===== src/rtl/tetris_pkg.sv =====
// Shared definitions for the falling-piece control path.
//   - state_t : sequencer FSM states
//   - move_t  : kind of proposed move; also the bit position of that move in
//               the one-hot pick vector produced by move_req_latch
//   - board size defaults used as parameter defaults by the sequencer
package tetris_pkg;

    localparam int BOARD_W_DEF = 10;
    localparam int BOARD_H_DEF = 20;
    localparam int NUM_MOVES   = 4;

    typedef enum logic [2:0] {
        WAIT_SPAWN = 3'd0,
        IDLE       = 3'd1,
        CHECK      = 3'd2,
        COMMIT     = 3'd3,
        LOCK       = 3'd4
    } state_t;

    // MV_DOWN covers both gravity tick and soft drop: both are y+1.
    typedef enum logic [1:0] {
        MV_DOWN  = 2'd0,
        MV_ROT   = 2'd1,
        MV_LEFT  = 2'd2,
        MV_RIGHT = 2'd3
    } move_t;

endpackage


===== src/rtl/move_req_latch.sv =====
// Pending-request flags for the piece sequencer plus fixed-priority selection.
//
// Ports:
//   clock, reset : system clock, synchronous active-high reset
//   flush        : hold every flag clear and discard incoming pulses
//   clear        : the move currently on 'pick' has been taken; drop its flag(s)
//   tick, down, rot, left, right : one-cycle request pulses
//   pick         : one-hot (indexed by move_t) highest-priority pending move;
//                  all zero when nothing is pending
//
// Priority: tick/down > rot > left > right. A tick and a down pending together
// form one y+1 move, so taking MV_DOWN clears both flags.
module move_req_latch
    import tetris_pkg::*;
(
    input  logic                 clock,
    input  logic                 reset,
    input  logic                 flush,
    input  logic                 clear,
    input  logic                 tick,
    input  logic                 down,
    input  logic                 rot,
    input  logic                 left,
    input  logic                 right,
    output logic [NUM_MOVES-1:0] pick
);

    logic tick_q;
    logic down_q;
    logic rot_q;
    logic left_q;
    logic right_q;

    logic clr_y;
    logic clr_rot;
    logic clr_left;
    logic clr_right;

    always_comb begin
        pick = '0;
        if (tick_q || down_q) begin
            pick[MV_DOWN] = 1'b1;
        end else if (rot_q) begin
            pick[MV_ROT] = 1'b1;
        end else if (left_q) begin
            pick[MV_LEFT] = 1'b1;
        end else if (right_q) begin
            pick[MV_RIGHT] = 1'b1;
        end
    end

    assign clr_y     = clear & pick[MV_DOWN];
    assign clr_rot   = clear & pick[MV_ROT];
    assign clr_left  = clear & pick[MV_LEFT];
    assign clr_right = clear & pick[MV_RIGHT];

    // The pulse is OR-ed in after the clear so a pulse landing in the same
    // cycle its flag is taken re-arms the flag instead of being lost. A pulse
    // while the flag is already set simply leaves it set (merged).
    always_ff @(posedge clock) begin
        if (reset || flush) begin
            tick_q  <= 1'b0;
            down_q  <= 1'b0;
            rot_q   <= 1'b0;
            left_q  <= 1'b0;
            right_q <= 1'b0;
        end else begin
            tick_q  <= (tick_q  & ~clr_y)     | tick;
            down_q  <= (down_q  & ~clr_y)     | down;
            rot_q   <= (rot_q   & ~clr_rot)   | rot;
            left_q  <= (left_q  & ~clr_left)  | left;
            right_q <= (right_q & ~clr_right) | right;
        end
    end

endmodule


===== src/rtl/piece_move_sequencer.sv =====
// Falling-piece move sequencer. Serializes keyboard and gravity requests into
// one proposed placement at a time, hands it to the collision checker over a
// req/done handshake, commits accepted moves and raises lock when a y+1 move
// cannot be made.
//
// Ports:
//   clock, reset          : system clock, synchronous active-high reset
//   rot/left/right/down   : one-cycle keyboard request pulses
//   tick                  : one-cycle gravity pulse (y+1)
//   spawn                 : one-cycle pulse, load a new piece (WAIT_SPAWN only)
//   check_req             : proposal valid to the checker
//   prop_x/prop_y/prop_rot: proposed placement
//   check_done/check_ok   : checker result; only looked at in CHECK
//   piece_x/piece_y       : committed position
//   rotation              : committed rotation 0..3
//   lock                  : one-cycle pulse, piece landed
//   busy                  : state is not IDLE
//   state                 : current FSM state (observation only)
//
// Handshake: check_req rises when a proposal is formed and stays high, with
// prop_* unchanged, until the first cycle check_done is high. check_done may
// be high in the very first check_req cycle; it is ignored in any other state.
module piece_move_sequencer
    import tetris_pkg::*;
#(
    parameter int BOARD_W = BOARD_W_DEF,
    parameter int BOARD_H = BOARD_H_DEF,
    parameter int X_W     = 4,
    parameter int Y_W     = 5,
    parameter int SPAWN_X = 4,
    parameter int SPAWN_Y = 0
) (
    input  logic           clock,
    input  logic           reset,
    input  logic           rot,
    input  logic           left,
    input  logic           right,
    input  logic           down,
    input  logic           tick,
    input  logic           spawn,
    output logic           check_req,
    output logic [X_W-1:0] prop_x,
    output logic [Y_W-1:0] prop_y,
    output logic [1:0]     prop_rot,
    input  logic           check_done,
    input  logic           check_ok,
    output logic [X_W-1:0] piece_x,
    output logic [Y_W-1:0] piece_y,
    output logic [1:0]     rotation,
    output logic           lock,
    output logic           busy,
    output state_t         state
);

    localparam logic [X_W-1:0] X_LAST  = X_W'(BOARD_W - 1);
    localparam logic [Y_W-1:0] Y_LAST  = Y_W'(BOARD_H - 1);
    localparam logic [X_W-1:0] X_SPAWN = X_W'(SPAWN_X);
    localparam logic [Y_W-1:0] Y_SPAWN = Y_W'(SPAWN_Y);

    state_t               state_q;
    state_t               state_next;
    move_t                move_q;
    move_t                move_next;
    logic [NUM_MOVES-1:0] pick;
    logic                 flush;
    logic                 sel_clear;
    logic                 load_prop;
    logic                 do_spawn;
    logic                 do_commit;
    logic [X_W-1:0]       cand_x;
    logic [Y_W-1:0]       cand_y;
    logic [1:0]           cand_rot;

    // Requests are neither collected nor kept while no piece is in play.
    assign flush = (state_q == WAIT_SPAWN) || (state_q == LOCK);

    move_req_latch u_req_latch (
        .clock (clock),
        .reset (reset),
        .flush (flush),
        .clear (sel_clear),
        .tick  (tick),
        .down  (down),
        .rot   (rot),
        .left  (left),
        .right (right),
        .pick  (pick)
    );

    always_ff @(posedge clock) begin
        if (reset) begin
            state_q <= WAIT_SPAWN;
        end else begin
            state_q <= state_next;
        end
    end

    always_comb begin
        state_next = state_q;
        move_next  = move_q;
        sel_clear  = 1'b0;
        load_prop  = 1'b0;
        do_spawn   = 1'b0;
        do_commit  = 1'b0;
        cand_x     = piece_x;
        cand_y     = piece_y;
        cand_rot   = rotation;
        check_req  = (state_q == CHECK);
        lock       = (state_q == LOCK);
        busy       = (state_q != IDLE);
        state      = state_q;

        unique case (state_q)
            WAIT_SPAWN: begin
                if (spawn) begin
                    do_spawn   = 1'b1;
                    state_next = IDLE;
                end
            end

            IDLE: begin
                if (|pick) begin
                    // Whatever is picked is consumed now, including moves that
                    // are rejected below without going to the checker.
                    sel_clear = 1'b1;
                    if (pick[MV_DOWN]) begin
                        move_next = MV_DOWN;
                        cand_y    = piece_y + 1'b1;
                        if (piece_y == Y_LAST) begin
                            state_next = LOCK;
                        end else begin
                            load_prop  = 1'b1;
                            state_next = CHECK;
                        end
                    end else if (pick[MV_ROT]) begin
                        move_next  = MV_ROT;
                        cand_rot   = rotation + 2'd1;
                        load_prop  = 1'b1;
                        state_next = CHECK;
                    end else if (pick[MV_LEFT]) begin
                        move_next = MV_LEFT;
                        cand_x    = piece_x - 1'b1;
                        if (piece_x != '0) begin
                            load_prop  = 1'b1;
                            state_next = CHECK;
                        end
                    end else begin
                        move_next = MV_RIGHT;
                        cand_x    = piece_x + 1'b1;
                        if (piece_x != X_LAST) begin
                            load_prop  = 1'b1;
                            state_next = CHECK;
                        end
                    end
                end
            end

            CHECK: begin
                if (check_done) begin
                    if (check_ok) begin
                        state_next = COMMIT;
                    end else if (move_q == MV_DOWN) begin
                        state_next = LOCK;
                    end else begin
                        state_next = IDLE;
                    end
                end
            end

            COMMIT: begin
                do_commit  = 1'b1;
                state_next = IDLE;
            end

            LOCK: begin
                state_next = WAIT_SPAWN;
            end

            default: begin
                state_next = WAIT_SPAWN;
            end
        endcase
    end

    // Proposal and committed placement. The proposal tracks the committed
    // values after reset/spawn so prop_* never shows stale data from an
    // earlier piece.
    always_ff @(posedge clock) begin
        if (reset || do_spawn) begin
            piece_x  <= X_SPAWN;
            piece_y  <= Y_SPAWN;
            rotation <= 2'd0;
            prop_x   <= X_SPAWN;
            prop_y   <= Y_SPAWN;
            prop_rot <= 2'd0;
            move_q   <= MV_DOWN;
        end else begin
            if (load_prop) begin
                prop_x   <= cand_x;
                prop_y   <= cand_y;
                prop_rot <= cand_rot;
                move_q   <= move_next;
            end
            if (do_commit) begin
                piece_x  <= prop_x;
                piece_y  <= prop_y;
                rotation <= prop_rot;
            end
        end
    end

endmodule


===== config.mk =====
export PLATFORM = sky130hd
export DESIGN_NAME = piece_move_sequencer
export DESIGN_NICKNAME = d
export VERILOG_FILES = /design/src/rtl/tetris_pkg.sv /design/src/rtl/move_req_latch.sv /design/src/rtl/piece_move_sequencer.sv
export SDC_FILE = /design/constraint.sdc
export NUM_CORES = 1
export LEC_CHECK = 0
export ABC_AREA = 1
export BUFFER_PORTS_ARGS = -buffer_cell sky130_fd_sc_hd__buf_4
export CAP_MARGIN = 20
export CORE_ASPECT_RATIO = 1.25
export CORE_UTILIZATION = 49
export CTS_CLUSTER_DIAMETER = 120
export DETAILED_ROUTE_END_ITERATION = 10
export PLACE_DENSITY = 0.85
export SETUP_SLACK_MARGIN = 0.1
export SLEW_MARGIN = 30
export SYNTH_ARGS = -nofsm -noshare
export SYNTH_HDL_FRONTEND = slang
export SYNTH_SLANG_ARGS = --single-unit

===== constraint.sdc =====
create_clock -name clock -period 1.4 [get_ports clock]
set_input_delay 0.28 -clock clock [delete_from_list [all_inputs] [get_ports clock]]
set_output_delay 0.28 -clock clock [all_outputs]
set_load 0.03 [all_outputs]

==> results.sh <==
export IMPL_firstDrtPassIters=6
export IMPL_finalWirelength_um=9200
export IMPL_yosys_most_used_dff="dfxtp_1"
export IMPL_rsz0062_at_grt="yes"
export IMPL_critical_path_class="reg2reg"
export IMPL_synthCells=265
export IMPL_grt_max_degree=16
export IMPL_grt_pass1_wl_um=10500
export IMPL_pwr_density_cell_nw_per_um2=1900
export IMPL_crit_arrival_ns=1.86
export IMPL_p_seq_share_pct=21.1
export IMPL_fin_ws_ns=-0.232
export IMPL_synth_edf_count=0
export IMPL_ys_warn_count=0
export IMPL_slowest_stage="dfxtp_2"
export IMPL_hold_ws_ns=0.220
export IMPL_antenna_found_initial=0
export IMPL_synth_top_area_share_pct=35.1
export IMPL_clkPwrFrac_pct=14.7
export IMPL_cpPeakStageDelay_ns=0.35
export IMPL_cts_buffer_depth=2
export IMPL_dr_wl_met3_um=952
export IMPL_rr_worst_depth=11
export IMPL_switching_share_pct=47.1
export IMPL_hp_class="in2reg"
export IMPL_io_pins=38
export IMPL_slew_viol_final=0
export IMPL_hpwl_um=3710
export IMPL_via_count=2583
export IMPL_fp_dieH_um=70.2
export IMPL_intPower_mw=3.15
export IMPL_die_area_um2=3980
export IMPL_path_max_fanout=7
export IMPL_netlist_area_um2=1830
export IMPL_setup_viol=24
export IMPL_clk_latency_ns=0.31
export IMPL_clk_pin_slew_worst_paths_ns=0.08
export IMPL_grt_use_total_pct=34.3
export IMPL_ir_drop_v=0.00185
export IMPL_top_layer="met4"
export IMPL_p_comb_share_pct=64.3
export IMPL_min_period_ns=1.63
export IMPL_wl_met2_um=4410
export IMPL_ys_types=29
export IMPL_cts_inserted_buffers=5
export IMPL_worstPathCellList="buf_4, inv_2, nand2_4, nand2_4, nor2_4, nor2_4, nand3_4, buf_8, nand2_2, inv_2, nor3_2"
export IMPL_cp_end_kind="register"
export IMPL_hold_viol=0
export IMPL_drt_iter0_markers=318
export IMPL_layout_commonest_cell="buf_4"
export IMPL_switching_power_mw=2.80
export IMPL_tightest_slew_ns=0.296
export IMPL_initial_core_util_pct=52.0
export IMPL_fp_dieW_um=56.6
export IMPL_multi_input_area_um2=1270
export IMPL_required_ns=1.63
export IMPL_async_reset_ff_share_pct=0
export IMPL_vias_per_cell=6.52
export IMPL_power_total_mw=5.95
export IMPL_cts_num_sinks=32
export IMPL_start_kind="register"
export IMPL_antenna_left=0
export IMPL_syn_to_final_growth_pct=71.8
export IMPL_synth_seq_cells=32
export IMPL_route_detailed_drc=0
export IMPL_n_antenna_cell=0
export IMPL_rows=24
export IMPL_whs_path_depth=3
export IMPL_synthTopCellsByArea="dfxtp_1 35%, nand2_1 12%, inv_1 7.8%"
export IMPL_period_share_pct=117
export IMPL_fin_nets=368
export IMPL_synth_fp_nets=277
export IMPL_cts_tree="yes"
export IMPL_hold_buffers=0
export IMPL_layout_drive_gt1_share_pct=54.1
export IMPL_place_congestion=0.878
export IMPL_violations="setup timing"
export IMPL_leakagePower_nw=1.39
export IMPL_core_um2=3510
export IMPL_avgSynthCellArea_um2=6.89
export IMPL_seq_area_frac_synth_pct=35.1
export IMPL_root_buffer="clkbuf_8"
export IMPL_fill_cells=141
export IMPL_status="finished, violations left"
export IMPL_slew_headroom_pct=80.1
export IMPL_fmax_mhz=613
export IMPL_cap_viol_max_count=0
export IMPL_final_cell_mix="66 x buf_4, 49 x nand2_1, 31 x inv_1, 18 x nor2_1, 17 x dfxtp_1"
export IMPL_yosysTopAreaCell="dfxtp_1"
export IMPL_grt_ovfl_total=0
export IMPL_first_global_vias=2166
export IMPL_ff_latch_area_um2=674
export IMPL_clock_skew_ns=0.00709
export IMPL_wl_per_cell_um=23.2
export IMPL_numPortBuffers=37
export IMPL_wl_met1_um=3070
export IMPL_cts_max_level=2
[repair_timing]
action | 4_1_cts | 5_1_grt
cloned | 0 | 3
endpoints found under the setup margin | 20 | 34
setup buffers | 9 | 10
resized for setup | 28 | 57
hold endpoints to repair | 0 | 0
pin swaps | 10 | 11
[synthesized netlist by cell type (all sizes together), types with 2 or more instances]
cell type and n:
xor2 5, clkbuf 4, dfxtp 32, inv 43, nand2 63, ha 2, nor3 4, buf 4
a21oi 26, nor2 36, o21ai 10, nand4 14, nand3 17
[power groups by stage]
stage	sequential [mW]	combinational, mW	clock, mW
after global routing	1.26	3.93	0.890
after detailed placement	1.23	2.36	0
after floorplan	1.36	1.38	0
after global placement	1.22	2.30	0
final	1.25	3.83	0.873
after CTS	1.21	2.76	0.835
[final timing paths]
| path | end | slack [ns] | startpoint |
|---|---|---|---|
| setup / recovery | move_q[0] | -0.23 | u_req_latch.down_q |
| hold / removal | u_req_latch.left_q | 0.22 | left |
| setup reg to reg | move_q[0] | -0.23 | u_req_latch.down_q |
| hold reg to reg | prop_rot[0] | 0.49 | prop_rot[0] |
[metal layers]
layer | track usage (%) | vias to the layer above
met4 | 19.8 | 0
li1 | - | 1031
met3 | 6.11 | 88
met5 | 0 | -
met2 | 58.2 | 235
met1 | 39.9 | 1229
[through the flow]
step	instance area, um2	setup WS (ns)	std cells	setup TNS [ns]	utilization [%]
2_1_floorplan	1960	-0.0267	265	-0.0763	-
3_3_place_gp	2520	-0.00626	367	-0.00626	71.7
3_5_place_dp	2520	-0.0685	367	-0.192	71.7
4_1_cts	2790	-0.0512	384	-0.133	79.5
5_1_grt	3140	-0.277	396	-4.00	89.2
6_report	3140	-0.232	396	-3.00	89.2
[registers in the layout, indices dropped and copies added, names as in the netlist]
name                 flops
u_req_latch.down_q       1
state                    3
u_req_latch.rot_q        1
u_req_latch.left_q       1
prop_y                   5
prop_rot                 2
move_q                   2
u_req_latch.tick_q       1
piece_y                  5
rotation                 2
piece_x                  4
u_req_latch.right_q      1
prop_x                   4
[final cells by class]
class | count | area share [%]
multi-input cells | 183 | 40.6
well taps | 39 | 1.56
repair buffers | 91 | 27.3
inverters | 43 | 5.79
flip-flops and latches | 32 | 21.5
clock inverters | 1 | 0.160
clock buffers | 7 | 3.11
[cells by family (layout without fill, tap and decap cells)]
family | Yosys count | in the layout | share of synthesized area [%]
flops | 32 | 32 | 35.1
compound gates | 38 | 38 | 12.1
xor+xnor | 6 | 6 | 2.88
fa+ha+maj | 2 | 2 | 1.37
buf+inv | 51 | 142 | 11.7
simple gates | 136 | 137 | 36.9
[worst max-delay path: cells and delay by family (launching register included)]
| family | cells | cell delay [ns] |
|---|---|---|
| buffers and inverters | 4 | 0.43 |
| DFF | 1 | 0.35 |
| and+or+nand+nor | 7 | 0.77 |
Note: power is estimated with default switching activity, not from simulation.
